==> src/rtl/fft_out_serializer_pkg.sv <==
// Shared definitions for the FFT stage, its input-side index mapper and the
// output serializer: frame geometry defaults, serializer state encoding and the
// k*MSB word packing helper.
package fft_out_serializer_pkg;

  // Default frame geometry (FFT points, bits per packed complex word).
  localparam int unsigned FftN   = 32;
  localparam int unsigned FftMsb = 16;

  // Width of a word index for an N-point frame.
  function automatic int unsigned addr_w(input int unsigned n);
    return $clog2(n);
  endfunction

  localparam int unsigned AddrW  = $clog2(FftN);
  localparam int unsigned FrameW = FftN * FftMsb;

  typedef enum logic [0:0] {
    StIdle = 1'b0,
    StSend = 1'b1
  } state_e;

  // Word k of a packed frame lives at bits [k*MSB +: MSB].
  function automatic logic [FftMsb-1:0] word_slice(input logic [FrameW-1:0] frame,
                                                   input logic [AddrW-1:0]  k);
    return frame[k*FftMsb +: FftMsb];
  endfunction

endpackage

==> src/rtl/fft_out_serializer_word_select.sv <==
// Combinational selection of word k from a packed N*MSB frame.
// Ports:
//   frame_i : packed frame, word k = bits [k*MSB +: MSB]
//   sel_i   : word index k
//   word_o  : selected word
// Kept as its own block so a pipeline stage can be inserted if N grows.
module fft_out_serializer_word_select
  import fft_out_serializer_pkg::*;
#(
  parameter int unsigned N     = FftN,
  parameter int unsigned MSB   = FftMsb,
  parameter int unsigned AddrW = $clog2(N)
) (
  input  logic [N*MSB-1:0] frame_i,
  input  logic [AddrW-1:0] sel_i,
  output logic [MSB-1:0]   word_o
);

  always_comb begin
    word_o = '0;
    for (int k = 0; k < N; k++) begin
      if (sel_i == AddrW'(k)) begin
        word_o = frame_i[k*MSB +: MSB];
      end
    end
  end

endmodule

==> src/rtl/fft_out_serializer.sv <==
// Snapshots a completed FFT frame from the wide result bus on calc_finish and
// streams it out one word per cycle, ascending index, over valid/ready.
// Ports:
//   clk, reset   : rising-edge clock, synchronous active-high reset
//   calc_finish  : one-cycle pulse, fft_data_in holds a valid frame
//   fft_data_in  : packed frame, word k = bits [k*MSB +: MSB]
//   data_out     : current word (bit-exact copy of the captured word)
//   data_valid   : data_out/addr_out/last valid
//   data_ready   : downstream accepts the word this cycle
//   addr_out     : index of the word on data_out
//   last         : high with word N-1
//   busy         : a frame is held and not yet fully accepted
//   frame_done   : one-cycle pulse after word N-1 is accepted
//   overrun      : sticky, a frame arrived while busy and was dropped
module fft_out_serializer
  import fft_out_serializer_pkg::*;
#(
  parameter int unsigned N   = FftN,
  parameter int unsigned MSB = FftMsb
) (
  input  logic                 clk,
  input  logic                 reset,
  input  logic                 calc_finish,
  input  logic [N*MSB-1:0]     fft_data_in,
  output logic [MSB-1:0]       data_out,
  output logic                 data_valid,
  input  logic                 data_ready,
  output logic [$clog2(N)-1:0] addr_out,
  output logic                 last,
  output logic                 busy,
  output logic                 frame_done,
  output logic                 overrun
);

  localparam int unsigned AW = $clog2(N);

  state_e          state_q, state_d;
  logic [AW-1:0]   cnt_q, cnt_d;
  logic [N*MSB-1:0] shadow_q, shadow_d;
  logic            overrun_q, overrun_d;
  logic            frame_done_q, frame_done_d;

  logic            is_send;
  logic            at_last;
  logic            xfer;
  logic [MSB-1:0]  sel_word;

  assign is_send = (state_q == StSend);
  assign at_last = (cnt_q == AW'(N - 1));
  assign xfer    = is_send && data_ready;

  always_comb begin
    state_d      = state_q;
    cnt_d        = cnt_q;
    shadow_d     = shadow_q;
    overrun_d    = overrun_q;
    frame_done_d = 1'b0;
    unique case (state_q)
      StIdle: begin
        if (calc_finish) begin
          shadow_d = fft_data_in;
          cnt_d    = '0;
          state_d  = StSend;
        end
      end
      StSend: begin
        if (xfer && at_last) begin
          frame_done_d = 1'b1;
          if (calc_finish) begin
            // Back-to-back frame: capture and continue without an idle cycle.
            shadow_d = fft_data_in;
            cnt_d    = '0;
          end else begin
            // Counter is left at N-1; it is only reloaded on capture.
            state_d = StIdle;
          end
        end else begin
          if (xfer) begin
            cnt_d = cnt_q + AW'(1);
          end
          if (calc_finish) begin
            overrun_d = 1'b1;
          end
        end
      end
      default: state_d = StIdle;
    endcase
  end

  always_ff @(posedge clk) begin
    if (reset) begin
      state_q      <= StIdle;
      cnt_q        <= '0;
      overrun_q    <= 1'b0;
      frame_done_q <= 1'b0;
    end else begin
      state_q      <= state_d;
      cnt_q        <= cnt_d;
      overrun_q    <= overrun_d;
      frame_done_q <= frame_done_d;
    end
  end

  // Shadow contents are don't-care after reset, so no reset on the wide register.
  always_ff @(posedge clk) begin
    shadow_q <= shadow_d;
  end

  fft_out_serializer_word_select #(
    .N     (N),
    .MSB   (MSB),
    .AddrW (AW)
  ) u_word_select (
    .frame_i (shadow_q),
    .sel_i   (cnt_q),
    .word_o  (sel_word)
  );

  // Word/index outputs are forced to zero outside SEND so the reset values hold
  // regardless of the stale shadow and counter.
  assign data_valid = is_send;
  assign data_out   = is_send ? sel_word : '0;
  assign addr_out   = is_send ? cnt_q : '0;
  assign last       = is_send && at_last;
  assign busy       = is_send;
  assign frame_done = frame_done_q;
  assign overrun    = overrun_q;

endmodule
==> config.mk <==
export PLATFORM = sky130hd
export DESIGN_NAME = fft_out_serializer
export DESIGN_NICKNAME = d
export VERILOG_FILES = /design/src/rtl/fft_out_serializer_pkg.sv /design/src/rtl/fft_out_serializer_word_select.sv /design/src/rtl/fft_out_serializer.sv
export SDC_FILE = /design/constraint.sdc
export NUM_CORES = 1
export LEC_CHECK = 0
export CAP_MARGIN = 10
export CELL_PAD_IN_SITES_DETAIL_PLACEMENT = 0
export CELL_PAD_IN_SITES_GLOBAL_PLACEMENT = 2
export CORE_ASPECT_RATIO = 0.5
export CORE_MARGIN = 10
export CORE_UTILIZATION = 30
export DETAILED_ROUTE_END_ITERATION = 7
export HOLD_SLACK_MARGIN = 0.1
export PLACE_DENSITY_LB_ADDON = 0.1
export SLEW_MARGIN = 15
export SYNTH_ARGS = -nofsm -noshare
export SYNTH_HDL_FRONTEND = slang
export SYNTH_SLANG_ARGS = --single-unit
==> constraint.sdc <==
create_clock -name clk -period 28.2 [get_ports clk]
set_input_delay 4.23 -clock clk [delete_from_list [all_inputs] [get_ports clk]]
set_output_delay 4.23 -clock clk [all_outputs]
set_load 0.05 [all_outputs]
==> results.sh, run 1 <==
export IMPL_status="completed"
export IMPL_floorplan_die_width_um=407
export IMPL_top_level_ports=542
export IMPL_critical_path_max_fanout=46
export IMPL_grt_start_max_net_pins=188
export IMPL_synth_seq_cells=520
export IMPL_cp_data_arrival_time_ps=5650
export IMPL_vertical_die_dimension_um=213
export IMPL_rows=70
export IMPL_clock_sinks=520
export IMPL_post_synth_instance_area_sq_um=22400
export IMPL_post_drt_wl_per_cell_um=34.2
export IMPL_synth_seq_area_share_pct=69.2
export IMPL_post_drt_via_cell_ratio=5.51
export IMPL_ys_flop_type="sky130_fd_sc_hd__edfxtp_1"
export IMPL_asyncSetResetFlopFracSynth_pct=0
export IMPL_timing_slew_headroom_pct=18.0
export IMPL_coreArea_sq_um=73600
export IMPL_remaining_drc_errors=0
export IMPL_drt_iter0_markers=1973
export IMPL_power_leakage_uw=0.0102
export IMPL_worst_r2r_path_depth=8
export IMPL_cts_inserted_buffers=49
export IMPL_detailroute_via_count=17400
export IMPL_setup_tns_final_ps=0
export IMPL_drive_above_1_share_pct=6.49
export IMPL_hold_path_endpoint="overrun"
export IMPL_synth_top_area_cell="sky130_fd_sc_hd__edfxtp_1"
export IMPL_final_period_utilization_pct=35.0
export IMPL_finalWorstSetupSlack_ps=18320
export IMPL_reg2reg_slack_ps=23240
export IMPL_synth_avg_cell_area_sq_um=13.7
export IMPL_die_area_sq_um=86800
export IMPL_initial_utilization_pct=30.5
export IMPL_total_power_uw=1770
export IMPL_rsz_0062_raised_after_global_routing="false"
export IMPL_detail_route_first_pass_iterations=6
export IMPL_yosys_warnings=0
export IMPL_hold_path_class="register to register"
export IMPL_ant_nets=0
export IMPL_preCtsSetupSlack_ps=19030
export IMPL_clk_transition_reported_paths_ps=70
export IMPL_synth_adder_area_share_pct=0.334
export IMPL_holdWs_ps=471
export IMPL_layout_area_overhead_vs_synth_pct=35.4
export IMPL_number_of_global_route_vias_before_repair=18000
export IMPL_numPortBuffers=541
export IMPL_synth_top_family_by_area="compound AO/OA/AOI/OAI gates"
export IMPL_final_setup_violations=0
export IMPL_finish_net_count=2658
export IMPL_htree_num_levels=2
export IMPL_ir_worst_vdd_mv=0.0431
export IMPL_number_of_placed_instances_taps_included=3057
export IMPL_cts_root_buf="sky130_fd_sc_hd__clkbuf_16"
export IMPL_timing_rr_start="cnt_q[3]"
export IMPL_synth_simple_gate_area_share_pct=10.7
export IMPL_synth_cell_types=86
export IMPL_maxClockFrequency_ghz=0.101
export IMPL_worstSetupStartpointType="register"
export IMPL_synth_top_cell_area_share_pct=68.5
export IMPL_timing_hold_violations_final=0
export IMPL_cts_buffer_depth=3
export IMPL_clk_latency_worst_skew_pair_ps=610
export IMPL_syn_nets=2158
export IMPL_p_per_area_nw_per_um2=58.3
export IMPL_multiplexer_area_fraction_after_synthesis_pct=0.240
export IMPL_grt_first_pass_wirelength_mm=143
export IMPL_post_layout_nonfiller_instances=3149
export IMPL_cts_resized=0
export IMPL_synth_edf_count=512
export IMPL_clock_skew_final_ps=21.4
export IMPL_grt_remaining_overflow=0
export IMPL_place_gp_congestion=0.908
export IMPL_min_from="overrun"
export IMPL_netlist_top_cells_area="sky130_fd_sc_hd__edfxtp_1, sky130_fd_sc_hd__a21oi_1, sky130_fd_sc_hd__nand2_1"
export IMPL_hold_path_cell_count=2
export IMPL_worstSetupEndpointType="output pin"
export IMPL_cap_violations=0
export IMPL_measured_slew_at_the_worst_slew_check_pin_ps=1210
export IMPL_post_cts_buffers=0
export IMPL_setup_worst_path_class="register to output pin"
export IMPL_yosys_area_share_xor_xnor_pct=0.0390
export IMPL_synthCells=1636
export IMPL_period_needed_ps=9880
export IMPL_antenna_violations_before_repair=5
export IMPL_critical_path_reg2reg_endpoint="shadow_q[373]"
export IMPL_cp_required_ps=23970
export IMPL_route_final_wire_length_mm=108
export IMPL_finalMaxSlewViolations=0
export IMPL_tritoncts="yes"
export IMPL_cts_hold_buf=0
export IMPL_synth_compound_area_share_pct=16.2
export IMPL_detailed_place_hpwl_mm=82.6
export IMPL_groute_usage_overall_pct=23.7
==> through the flow <==
step	util, %	cell area, sq um
after floorplan	-	22500
after global placement	39.1	28800
after detailed placement	39.1	28800
after CTS	41.3	30400
after global routing	41.3	30400
final	41.3	30400
==> power by group <==
part / switching (uW) / total (uW) / internal [uW] / leakage (uW)
Clock: 308 / 695 / 387 / 0.000781
Sequential: 22.2 / 924 / 902 / 0.00494
Combinational: 73.8 / 152 / 78.6 / 0.00450
==> cell usage after synthesis (9+ instances only) <==
cell type,instances
sky130_fd_sc_hd__buf_6,11
sky130_fd_sc_hd__a22oi_1,30
sky130_fd_sc_hd__edfxtp_1,512
sky130_fd_sc_hd__clkbuf_1,38
sky130_fd_sc_hd__buf_2,62
sky130_fd_sc_hd__nand2b_1,18
sky130_fd_sc_hd__nand4_1,11
sky130_fd_sc_hd__o221ai_1,22
sky130_fd_sc_hd__nor2b_1,14
sky130_fd_sc_hd__a221oi_1,39
sky130_fd_sc_hd__nor3_1,29
sky130_fd_sc_hd__o2111ai_1,12
sky130_fd_sc_hd__a221o_1,10
sky130_fd_sc_hd__nand4bb_1,10
sky130_fd_sc_hd__a21o_1,13
sky130_fd_sc_hd__o31ai_1,10
sky130_fd_sc_hd__nand2_1,120
sky130_fd_sc_hd__inv_1,17
sky130_fd_sc_hd__a31oi_1,16
sky130_fd_sc_hd__o22ai_1,47
sky130_fd_sc_hd__a21oi_1,103
sky130_fd_sc_hd__a211oi_1,20
sky130_fd_sc_hd__and2_1,10
sky130_fd_sc_hd__o21a_1,13
sky130_fd_sc_hd__and4b_1,11
sky130_fd_sc_hd__o21ai_0,85
sky130_fd_sc_hd__o211ai_1,28
sky130_fd_sc_hd__and3_1,9
sky130_fd_sc_hd__nand3b_1,11
sky130_fd_sc_hd__nor2_1,87
sky130_fd_sc_hd__nand3_1,34
==> placed cells by master (no fill, tap or decap), types with 8 or more instances in the layout <==
| cell | Yosys | routed |
|---|---|---|
| sky130_fd_sc_hd__o31ai_1 | 10 | 9 |
| sky130_fd_sc_hd__o21ai_1 | 8 | 8 |
| sky130_fd_sc_hd__nand3b_1 | 11 | 11 |
| sky130_fd_sc_hd__nand4bb_1 | 10 | 10 |
| sky130_fd_sc_hd__nor2b_1 | 14 | 13 |
| sky130_fd_sc_hd__clkbuf_1 | 38 | 11 |
| sky130_fd_sc_hd__inv_1 | 17 | 17 |
| sky130_fd_sc_hd__edfxtp_1 | 512 | 512 |
| sky130_fd_sc_hd__o211ai_1 | 28 | 28 |
| sky130_fd_sc_hd__a221oi_1 | 39 | 39 |
| sky130_fd_sc_hd__nand3_1 | 34 | 34 |
| sky130_fd_sc_hd__and3_1 | 9 | 9 |
| sky130_fd_sc_hd__buf_4 | 8 | 32 |
| sky130_fd_sc_hd__a21o_1 | 13 | 13 |
| sky130_fd_sc_hd__a21oi_1 | 103 | 103 |
| sky130_fd_sc_hd__nor3_1 | 29 | 29 |
| sky130_fd_sc_hd__a211oi_1 | 20 | 20 |
| sky130_fd_sc_hd__nor2_1 | 87 | 87 |
| sky130_fd_sc_hd__and4b_1 | 11 | 11 |
| sky130_fd_sc_hd__nand2b_1 | 18 | 18 |
| sky130_fd_sc_hd__nand4_1 | 11 | 11 |
| sky130_fd_sc_hd__clkbuf_16 | 0 | 51 |
| sky130_fd_sc_hd__a221o_1 | 10 | 10 |
| sky130_fd_sc_hd__o2111ai_1 | 12 | 12 |
| sky130_fd_sc_hd__nand2_1 | 120 | 120 |
| sky130_fd_sc_hd__and2_1 | 10 | 10 |
| sky130_fd_sc_hd__clkdlybuf4s50_1 | 0 | 541 |
| sky130_fd_sc_hd__a22oi_1 | 30 | 30 |
| sky130_fd_sc_hd__a31oi_1 | 16 | 16 |
| sky130_fd_sc_hd__o21a_1 | 13 | 13 |
| sky130_fd_sc_hd__o22ai_1 | 47 | 47 |
| sky130_fd_sc_hd__o221ai_1 | 22 | 22 |
| sky130_fd_sc_hd__o21ai_0 | 85 | 85 |
==> final cells by class <==
class	count	area (sq um)
Inverter	18	67.6
Sequential cell	520	15500
Multi-Input combinational cell	971	6240
Tap cell	972	1220
Antenna cell	3	7.51
Clock inverter	27	303
Clock buffer	62	1320
Fill cell	6897	43200
Timing Repair Buffer	576	5710
==> worst max-delay path, stage by stage (launching register included) <==
cell and delay [ps]:
sky130_fd_sc_hd__dfxtp_1 380, sky130_fd_sc_hd__inv_1 200, sky130_fd_sc_hd__ha_2 600, sky130_fd_sc_hd__buf_4 610, sky130_fd_sc_hd__nor2b_1 200, sky130_fd_sc_hd__buf_4 300
sky130_fd_sc_hd__nand2_1 90, sky130_fd_sc_hd__a32o_1 250, sky130_fd_sc_hd__nor3_1 540, sky130_fd_sc_hd__o2111ai_1 530, sky130_fd_sc_hd__a22oi_1 420, sky130_fd_sc_hd__clkdlybuf4s50_1 880
==> cells by family after synthesis <==
logic type,after synthesis
and+or+nand+nor,430
muxes,5
buffers and inverters,145
xor gates and xnor gates,1
AOI/OAI and AO/OA,529
adders and majority gates,6
DFF,520
==> registers in the layout, summed over array words and instances (netlist names) <==
name / cells
busy: 1
overrun: 1
frame_done: 1
shadow_q: 512
cnt_q: 5
==> metal layers <==
layer,global-route usage [%],share of wire [%],vias up
met5,0,0.012,-
met3,6.71,8.4,129
li1,-,-,7568
met4,6.37,2.6,2
met1,29.2,39,8876
met2,40.6,50,776
==> how the worst max path moves through the flow <==
stage | start | slack (ps) | endpoint
after CTS | cnt_q[0] | 18360 | data_out[9]
after floorplan | data_ready | 9910 | shadow_q[0]
after detailed placement | cnt_q[0] | 19030 | data_out[9]
after global placement | cnt_q[0] | 18990 | data_out[13]
final | cnt_q[0] | 18320 | data_out[9]
after global routing | cnt_q[0] | 18150 | data_out[9]
Power figures use the tool's default switching activity.
==> run 2, diff against run 1 <==
Clock period 28.2 ns to 8 ns, I/O delays scaled along.
==> results.sh, run 2 (same netlist as run 1, synthesis figures left out) <==
export IMPL_status="completed"
export IMPL_clock_skew_final_ps=37.0
export IMPL_cts_buffer_depth=3
export IMPL_remaining_drc_errors=0
export IMPL_period_needed_ps=6920
export IMPL_worstSetupEndpointType="output pin"
export IMPL_worstSetupStartpointType="register"
export IMPL_power_leakage_uw=0.0103
export IMPL_cts_resized=0
export IMPL_critical_path_startpoint="cnt_q[0]"
export IMPL_numPortBuffers=541
export IMPL_post_drt_via_cell_ratio=5.49
export IMPL_rows=70
export IMPL_cap_violations=0
export IMPL_clockPowerShare_pct=39.2
export IMPL_maxClockFrequency_ghz=0.145
export IMPL_htree_num_levels=2
export IMPL_cp_data_arrival_time_ps=5720
export IMPL_reg2reg_slack_ps=4060
export IMPL_rsz_0062_raised_after_global_routing="false"
export IMPL_hold_path_class="register to register"
export IMPL_p_comb_share_pct=8.6
export IMPL_switchingPower_uw=1440
export IMPL_timing_hold_violations_final=0
export IMPL_detailed_place_hpwl_mm=83.6
export IMPL_layout_cells_most_common_list="sky130_fd_sc_hd__clkdlybuf4s50_1, sky130_fd_sc_hd__edfxtp_1, sky130_fd_sc_hd__nand2_1"
export IMPL_final_period_utilization_pct=86.4
export IMPL_timing_slew_headroom_pct=15.0
export IMPL_route_final_wire_length_mm=109
export IMPL_post_drt_wl_per_cell_um=34.5
export IMPL_detailroute_via_count=17300
export IMPL_post_layout_nonfiller_instances=3149
export IMPL_layout_area_overhead_vs_synth_pct=35.8
export IMPL_number_of_placed_instances_taps_included=3058
export IMPL_netSwitchingFraction_pct=23.0
export IMPL_critical_path_reg2reg_endpoint="shadow_q[349]"
export IMPL_clock_sinks=520
export IMPL_endpoint_of_the_worst_setup_timing_path="data_out[1]"
export IMPL_timing_rr_start="cnt_q[1]"
export IMPL_drive_above_1_share_pct=6.72
export IMPL_largest_register="shadow_q"
export IMPL_most_frequent_standard_cell_in_the_layout_excluding_fill_and_tap_cells="sky130_fd_sc_hd__clkdlybuf4s50_1"
export IMPL_detail_route_first_pass_iterations=5
export IMPL_antenna_violations_before_repair=10
export IMPL_grt_start_max_net_pins=182
export IMPL_finalMaxSlewViolations=0
export IMPL_grt_first_pass_wirelength_mm=144
export IMPL_clk_latency_worst_skew_pair_ps=610
export IMPL_p_per_area_nw_per_um2=205
export IMPL_worst_r2r_path_depth=6
export IMPL_cts_hold_buf=0
export IMPL_internal_uw=4810
export IMPL_coreArea_sq_um=73600
export IMPL_clk_transition_reported_paths_ps=60
export IMPL_finish_net_count=2659
export IMPL_critical_path_max_fanout=43
export IMPL_top_level_ports=542
export IMPL_cts_root_buf="sky130_fd_sc_hd__clkbuf_16"
export IMPL_vertical_die_dimension_um=213
export IMPL_initial_utilization_pct=30.5
export IMPL_largest_register_ff_count=512
export IMPL_setup_tns_final_ps=0
export IMPL_biggest_registers_after_layout="shadow_q (512), cnt_q (5)"
export IMPL_fin_util_pct=41.4
export IMPL_post_cts_buffers=0
export IMPL_hold_path_cell_count=2
export IMPL_ir_worst_vdd_mv=0.148
export IMPL_ant_nets=0
export IMPL_setup_worst_path_class="register to output pin"
export IMPL_place_gp_congestion=0.913
export IMPL_drt_iter0_markers=2016
export IMPL_groute_usage_overall_pct=23.8
export IMPL_cts_inserted_buffers=49
export IMPL_number_of_global_route_vias_before_repair=17900
export IMPL_grt_remaining_overflow=0
export IMPL_floorplan_die_width_um=407
export IMPL_final_setup_violations=0
export IMPL_die_area_sq_um=86800
export IMPL_tritoncts="yes"
export IMPL_cp_required_ps=6800
export IMPL_measured_slew_at_the_worst_slew_check_pin_ps=1270
export IMPL_power_share_sequential_pct=52.1
run 2: cell count changes in the layout (fill, tap and decap cells not counted), sizes merged:
cell | previous run | this run
inv | 19 | 20
buf | 34 | 35
clkinv | 16 | 22
diode | 3 | 5
clkbuf | 62 | 54
clkinvlp | 4 | 2
run 2: power by group through the flow:
stage	logic (uW)	registers (uW)	clock network, uW
floorplan	148	3300	0
finish	540	3260	2450
global placement	533	3320	0
CTS	540	3260	2510
global route	566	3260	2600
detailed placement	538	3320	0
run 2: final cells by class:
class / count / area (sq um)
antenna: 5 / 12.5
clock inverter: 32 / 319
clock buffer: 54 / 1290
sequential: 520 / 15500
inverter: 18 / 67.6
timing repair buffer: 577 / 5780
tap: 972 / 1220
multi-input combinational: 971 / 6270
fill: 6900 / 43100
run 2: layer usage:
layer / vias to the layer above / global-route usage [%] / share of wire (%)
met4: 10 / 6.17 / 2.6
met5: - / 0 / 0.073
li1: 7587 / - / -
met3: 133 / 7.30 / 8.7
met2: 740 / 40.7 / 49
met1: 8813 / 29.1 / 39
run 2: through the flow:
stage          hold WS [ps]  power, uW  area (sq um)  setup WS (ps)
6_report                488       6250         30500           1080
3_3_place_gp            456       3850         28900           1850
2_1_floorplan           559       3450         22500          -1500
5_1_grt                 521       6430         30500            955
3_5_place_dp            481       3850         28900           1960
4_1_cts                 499       6300         30500           1300
run 2: worst min-delay path by stage:
stage	start	to	slack (ps)
2_1_floorplan	cnt_q[1]	cnt_q[1]	560
3_3_place_gp	overrun	overrun	460
3_5_place_dp	overrun	overrun	480
4_1_cts	overrun	overrun	500
5_1_grt	overrun	overrun	520
6_report	overrun	overrun	490
run 2: worst max-delay path, cell delays in order (launching register included):
cell and delay [ps]:
sky130_fd_sc_hd__dfxtp_2 360, sky130_fd_sc_hd__inv_1 180, sky130_fd_sc_hd__ha_4 520, sky130_fd_sc_hd__buf_4 360, sky130_fd_sc_hd__nand4b_2 550, sky130_fd_sc_hd__nand2_1 310
sky130_fd_sc_hd__o221ai_1 170, sky130_fd_sc_hd__a211oi_1 920, sky130_fd_sc_hd__o211ai_1 400, sky130_fd_sc_hd__o21ai_1 420, sky130_fd_sc_hd__clkdlybuf4s50_1 880
